File: src/rtl/prog_loader_pkg.sv
// Shared loader definitions: FSM state encoding and default memory geometry.
// The instruction memory imports the same defaults so the two depths agree.
package prog_loader_pkg;

  localparam int unsigned PL_DEPTH  = 256;
  localparam int unsigned PL_ADDR_W = 8;

  typedef enum logic [2:0] {
    ST_IDLE  = 3'd0,
    ST_LOAD  = 3'd1,
    ST_FLUSH = 3'd2,
    ST_RUN   = 3'd3,
    ST_ERR   = 3'd4
  } state_t;

endpackage

File: src/rtl/prog_loader.sv
// Boot-time program loader: streams instruction words into the instruction
// memory, holds the core in reset while loading, and flags oversized programs.
module prog_loader
  import prog_loader_pkg::*;
#(
  parameter int unsigned DEPTH  = PL_DEPTH,
  parameter int unsigned ADDR_W = PL_ADDR_W
) (
  input  logic              clk,
  input  logic              rst,
  input  logic              start,
  input  logic              in_valid,
  input  logic [31:0]       in_data,
  input  logic              in_last,
  output logic              in_ready,
  output logic              imem_we,
  output logic [ADDR_W-1:0] imem_addr,
  output logic [31:0]       imem_wdata,
  output logic              cpu_hold,
  output logic              done,
  output logic              overflow,
  output logic [ADDR_W:0]   word_count
);

  localparam logic [ADDR_W-1:0] LAST_PTR = ADDR_W'(DEPTH - 1);

  state_t              state_q, state_d;
  logic [ADDR_W-1:0]   ptr_q, ptr_d;
  logic [ADDR_W:0]     cnt_q, cnt_d;
  logic                we_q, we_d;
  logic [ADDR_W-1:0]   addr_q, addr_d;
  logic [31:0]         wdata_q, wdata_d;
  logic                ovf_q, ovf_d;
  logic                accept;

  always_ff @(posedge clk or negedge rst) begin
    if (!rst) begin
      state_q <= ST_IDLE;
      ptr_q   <= '0;
      cnt_q   <= '0;
      we_q    <= 1'b0;
      addr_q  <= '0;
      wdata_q <= '0;
      ovf_q   <= 1'b0;
    end else begin
      state_q <= state_d;
      ptr_q   <= ptr_d;
      cnt_q   <= cnt_d;
      we_q    <= we_d;
      addr_q  <= addr_d;
      wdata_q <= wdata_d;
      ovf_q   <= ovf_d;
    end
  end

  // in_ready comes from the state register alone, so accept never loops back
  // through the upstream producer's valid logic.
  assign accept = (state_q == ST_LOAD) && in_valid;

  always_comb begin
    state_d = state_q;
    ptr_d   = ptr_q;
    cnt_d   = cnt_q;
    we_d    = 1'b0;
    addr_d  = addr_q;
    wdata_d = wdata_q;
    ovf_d   = ovf_q;

    case (state_q)
      ST_IDLE, ST_RUN: begin
        if (start) begin
          state_d = ST_LOAD;
          ptr_d   = '0;
          cnt_d   = '0;
        end
      end

      ST_ERR: begin
        if (start) begin
          state_d = ST_LOAD;
          ptr_d   = '0;
          cnt_d   = '0;
          ovf_d   = 1'b0;
        end
      end

      ST_LOAD: begin
        if (accept) begin
          we_d    = 1'b1;
          addr_d  = ptr_q;
          wdata_d = in_data;
          ptr_d   = ptr_q + ADDR_W'(1);
          cnt_d   = cnt_q + (ADDR_W + 1)'(1);
          // A last word at the final slot is a legal full-depth program.
          if (in_last) begin
            state_d = ST_FLUSH;
          end else if (ptr_q == LAST_PTR) begin
            state_d = ST_ERR;
            ovf_d   = 1'b1;
          end
        end
      end

      ST_FLUSH: state_d = ST_RUN;

      default: state_d = ST_IDLE;
    endcase
  end

  assign in_ready   = (state_q == ST_LOAD);
  assign cpu_hold   = (state_q != ST_RUN);
  assign done       = (state_q == ST_RUN);
  assign overflow   = ovf_q;
  assign word_count = cnt_q;
  assign imem_we    = we_q;
  assign imem_addr  = addr_q;
  assign imem_wdata = wdata_q;

endmodule

File: config.mk
export PLATFORM = sky130hd
export DESIGN_NAME = prog_loader
export DESIGN_NICKNAME = d
export VERILOG_FILES = /design/src/rtl/prog_loader_pkg.sv /design/src/rtl/prog_loader.sv
export SDC_FILE = /design/constraint.sdc
export NUM_CORES = 1
export LEC_CHECK = 0
export CAP_MARGIN = 20
export CORE_ASPECT_RATIO = 0.8
export CORE_UTILIZATION = 41
export DETAILED_ROUTE_END_ITERATION = 8
export PLACE_DENSITY = 0.73
export SLEW_MARGIN = 20
export SYNTH_ARGS = -nofsm -noshare
export SYNTH_HDL_FRONTEND = slang
export SYNTH_SLANG_ARGS = --single-unit
export TNS_END_PERCENT = 1
File: constraint.sdc
create_clock -name clk -period 3.4 [get_ports clk]
set_input_delay 0.68 -clock clk [delete_from_list [all_inputs] [get_ports clk]]
set_output_delay 0.68 -clock clk [all_outputs]
set_load 0.01 [all_outputs]
Word level (Yosys, flattened, before mapping)

Cells that the tools add are included.

Add/subtract/negate cells: 2
Equal/unequal tests: 12
Multiplexer cells: 18
Reductions and logical operators: 9

Operators with widths:

| kind                                                | number |
|---|---|
| two-way mux 9 bit                                   | 2 |
| one-hot mux 9 bit (2 select lines)                  | 1 |
| two-way mux 8 bit                                   | 2 |
| one-hot mux 8 bit (2 select lines)                  | 1 |
| two-way mux 3 bit                                   | 4 |
| adder 9 x 1 -> 9 bit, second input constant         | 1 |
| one-hot mux 3 bit (3 select lines)                  | 1 |
| adder 8 x 1 -> 8 bit, second input constant         | 1 |
| equality test 8 bit, second input constant          | 1 |
| equality test 3 x 2 -> 1 bit, second input constant | 2 |
| two-way mux 1 bit                                   | 6 |
| != test 2 x 1 -> 1 bit, second input constant       | 3 |
| != test 3 x 2 -> 1 bit, second input constant       | 2 |
| AND reduction 3 bit                                 | 2 |
| AND reduction 5 bit                                 | 1 |
| != test 2 bit, second input constant                | 2 |
| nonzero test 2 bit                                  | 2 |
| equality test 3 x 1 -> 1 bit, second input constant | 1 |
| equality test 3 bit, second input constant          | 1 |
| logical NOT 3 bit                                   | 1 |
| OR reduction 3 bit                                  | 1 |
| one-hot mux 1 bit (2 select lines)                  | 1 |
| AND reduction 2 bit                                 | 1 |
| logical AND 1 bit                                   | 1 |

Flip-flop bits (word level): 62
Bits of input ports: 37
Output and inout bits: 54
Logic and storage cells: 48

Depth between registers and ports, before layout

Depth after elaboration: 5
Mapped depth: 6
Depth with buffers taken out: 4

Worst setup path after synthesis

No wires, ideal clock.

Path kind: register to output
Start: reg state_q[1]
End: out in_ready
Data arrival time: 1.032 ns
Slack: 1.688 ns
Stages on the path, launching flop included: 4
Cell sequence: dfrtp_1 > buf_2 > nor3b_2 > buf_2

Word-level cells in the longest chain between the ends: 1

Ends and longest elaborated chain:

| what                         | RTL line           | RTL |
|---|---|---|
| from (decl)                  | prog_loader.sv:27  | `state_t state_q, state_d;` |
| from (signal assigned)       | prog_loader.sv:46  | `state_q <= state_d;` |
| equality test 3 x 1 -> 1 bit | prog_loader.sv:110 | `assign in_ready = (state_q == ST_LOAD);` |
| to (decl)                    | prog_loader.sv:15  | `output logic in_ready,` |

No other way between the ends.

Worst setup path in the final report

Same ends and word-level chain as after synthesis.

==> impl_results.md <==
- Setup bufs post-CTS: 0
- Startpoint types: flip-flop
- Peak VDD IR: 0.381 mV
- YS warnings: 0
- Row count: 25
- Reg2reg path depth: 5
- Comb pwr share: 39.2%
- Primary FF master, synth: dfrtp_1
- CP Class: flip-flop to output pin
- Syn_nets: 318
- Register share of total power: 37.3%
- CTS-repair resized insts: 0
- Post-Synth Adder-Cell Area: 0.934%
- Leakage Power: 1.87 nW
- CP endpoint kind: output pin
- Post-layout instance area: 0.00391 mm²
- Placed Area: 0.00366 mm²
- Ys async rst share: 100%
- RSZ-0062 raised after global routing: false
- Max stage delay cell, worst path: clkdlybuf4s50_1
- Total power: 3.40 mW
- Fin nets: 411
- Max stage delay on crit path: 0.57 ns
- CTS tree: built
- Die H: 74.3 µm
- Setup TNS: 0 ns
- Core area: 0.00610 mm²
- Final setup violation count: 0
- Ant diodes: 0
- Main combinational cell family by area after synthesis: simple AND/OR/NAND/NOR gates
- Hold-fix buffer count after cts: 0
- PwrDens: 870 mW/mm²
- Largest net degree at the start of global routing: 44
- Compound-Gate Fraction of Synth Area: 11.9%
- DR pass1 iterations: 4
- CTS Root Cell: clkbuf_8
- Outcome: completed
- Critical path arrival: 1.83 ns
- Via count of the routed design: 2,320
- Period minus WS final: 2.51 ns
- Synth cell types: 38
- Max_cap viols: 0
- Routed Antenna Nets: 0
- Starting Density: 43.9%
- FF/Latch Area: 0.00155 mm²
- Sw frac: 33.7%
- Die width: 92.4 µm
- DRT iter0 DRCs: 141
- P_sw: 1.15 mW
- Top cell family by delay on the critical path: buffers and inverters
- Sink Count: 62
- Buf/Inv on CP: 2
- Hold Violations, Final: 0
- CP Max Fanout: 15
- Worst skew pair latency: 0.33 ns
- Number of synthesized flops with an enable pin: 0
- Int Power: 2.25 mW
- Global Route Usage Sum: 19.3%
- Max Buffers Root-to-Sink: 2
- Share of cells above drive strength 1: 7.69%
- Layout Skew: 0.00395 ns
- Worst hold path class: input pin to async pin
- Simple-gate portion of the synthesized area: 24.9%
- First-pass GRT wire length: 10.2 mm
- Total stage count of the critical path: 3
- Ports: 91
- CP cell instances: nor3b_2 > buf_4 > clkdlybuf4s50_1
- Max Slew Vio Count: 0
- Worst Tran Pin Value: 0.532 ns
- Multi-input gate area in the final layout: 0.00105 mm²
- Mapped Cells: 279
- Seq/Total Area, Yosys: 57.9%
- Clock power share: 23.5%
- Synth-to-Final Area Change: 45.9%
- FF+latch count, synth: 62
- Worst slew margin: 64.6%
- # port buffers: 90
- WL final: 6.11 mm
- WP data required: 2.72 ns
- Drt via density: 5.07
- DR WL/cell: 13.3 µm
- Die ar.: 0.00686 mm²
- Post-synthesis xor/xnor area fraction: 0%
- Initial antenna violation count: 0
- Mapped Area: 0.00268 mm²
- Fillers: 528
- Dpl hpwl: 4.13 mm
- Avg Cell Area, Syn: 9.60 µm²
- H-tree levels: 3
- Fmax: 398 MHz
- Gr ovfl total: 0
- Drt drc: 0
- Vias in the first global route: 2,170
- Final worst-path cycle share: 73.8%
- GPL Wtd Cong: 0.782
- Num CTS Buffers: 9
- Post-synthesis mux area share: 1.12%
- Reg clk slew, reported paths: 0.07 ns
[power groups by stage]
stage	sequential (mW)	combinational, mW	clock (mW)
CTS	1.27	1.35	0.820
global route	1.31	1.46	0.858
finish	1.27	1.33	0.799
global placement	1.27	1.32	0
floorplan	1.34	0.557	0
detailed placement	1.27	1.35	0
[final timing paths]
kind                                start              to  slack [ns]
max in group asynchronous             rst    imem_addr[5]        2.21
min in group clk           imem_wdata[25]  imem_wdata[25]        0.47
setup reg to reg               state_q[1]   word_count[3]        1.35
hold reg to reg            imem_wdata[25]  imem_wdata[25]        0.47
hold / removal                        rst   imem_wdata[7]        0.29
setup / recovery               state_q[1]        in_ready        0.89
[through the flow]
stage,util [%],instances,setup slack (ns),hold WS (ns)
6_report,64.1,458,0.889,0.288
5_1_grt,64.1,458,0.802,0.310
4_1_cts,64.1,458,0.859,0.286
3_5_place_dp,60.0,442,0.749,0.461
3_3_place_gp,60.0,442,0.820,0.457
2_1_floorplan,-,279,1.69,0.384
[cell type report]
class | count | share of cell area, %
clock inverters | 3 | 2.31
multi-input cells | 197 | 26.8
well taps | 81 | 2.59
clock buffers | 13 | 4.07
repair buffers | 95 | 23.9
inverters | 7 | 0.672
flip-flops and latches | 62 | 39.7
[metal layers]
metal  GRT usage, %  up-vias  share of wire, %
met1           26.0     1080                48
met3           7.77        4                10
met4           5.21        0              0.46
met5              0        -                 0
met2           29.4       99                42
li1               -     1137                 -
[kinds of logic (layout without fill, tap and decap cells)]
logic type | count (synthesis) | count (layout)
AO/OA/AOI/OAI | 40 | 40
adder cells (fa/ha/maj) | 2 | 2
buffers and inverters | 20 | 118
flip-flops | 62 | 62
multiplexers | 3 | 3
AND/OR/NAND/NOR | 152 | 152
[cells in the mapped netlist (5+ instances only)]
master | count | area, µm²
nand2_1 | 119 | 447
buf_2 | 9 | 45.0
a211o_1 | 6 | 52.6
dfrtp_1 | 62 | 1550
inv_1 | 6 | 22.5
nor4_1 | 5 | 31.3
a31oi_1 | 5 | 31.3
nand3_1 | 8 | 40.0
o211ai_1 | 5 | 37.5
[worst reg2reg max path, cell delays in order, from the launching register on]
cell and delay (ns):
dfrtp_1 0.50, nand4bb_2 0.60, clkinv_1 0.13, buf_4 0.40, a41oi_1 0.17, a31oi_1 0.16
[state kept, by name (all words and copies together) (netlist names)]
register,flops
imem_wdata,32
imem_we,1
overflow,1
imem_addr,8
ptr_q,8
word_count,9
state_q,3
[placed cells by master (no fill, tap or decap), drive strengths merged, types with 4 or more instances in the layout]
cell type,instances
inv,6
clkdlybuf4s50,89
nand4,4
clkbuf,13
o21ai,5
nand2,119
o211ai,7
dfrtp,62
nor4,5
buf,6
nand3,8
a211o,6
a31oi,5
o211a,4
Power figures use the tool's default switching activity.
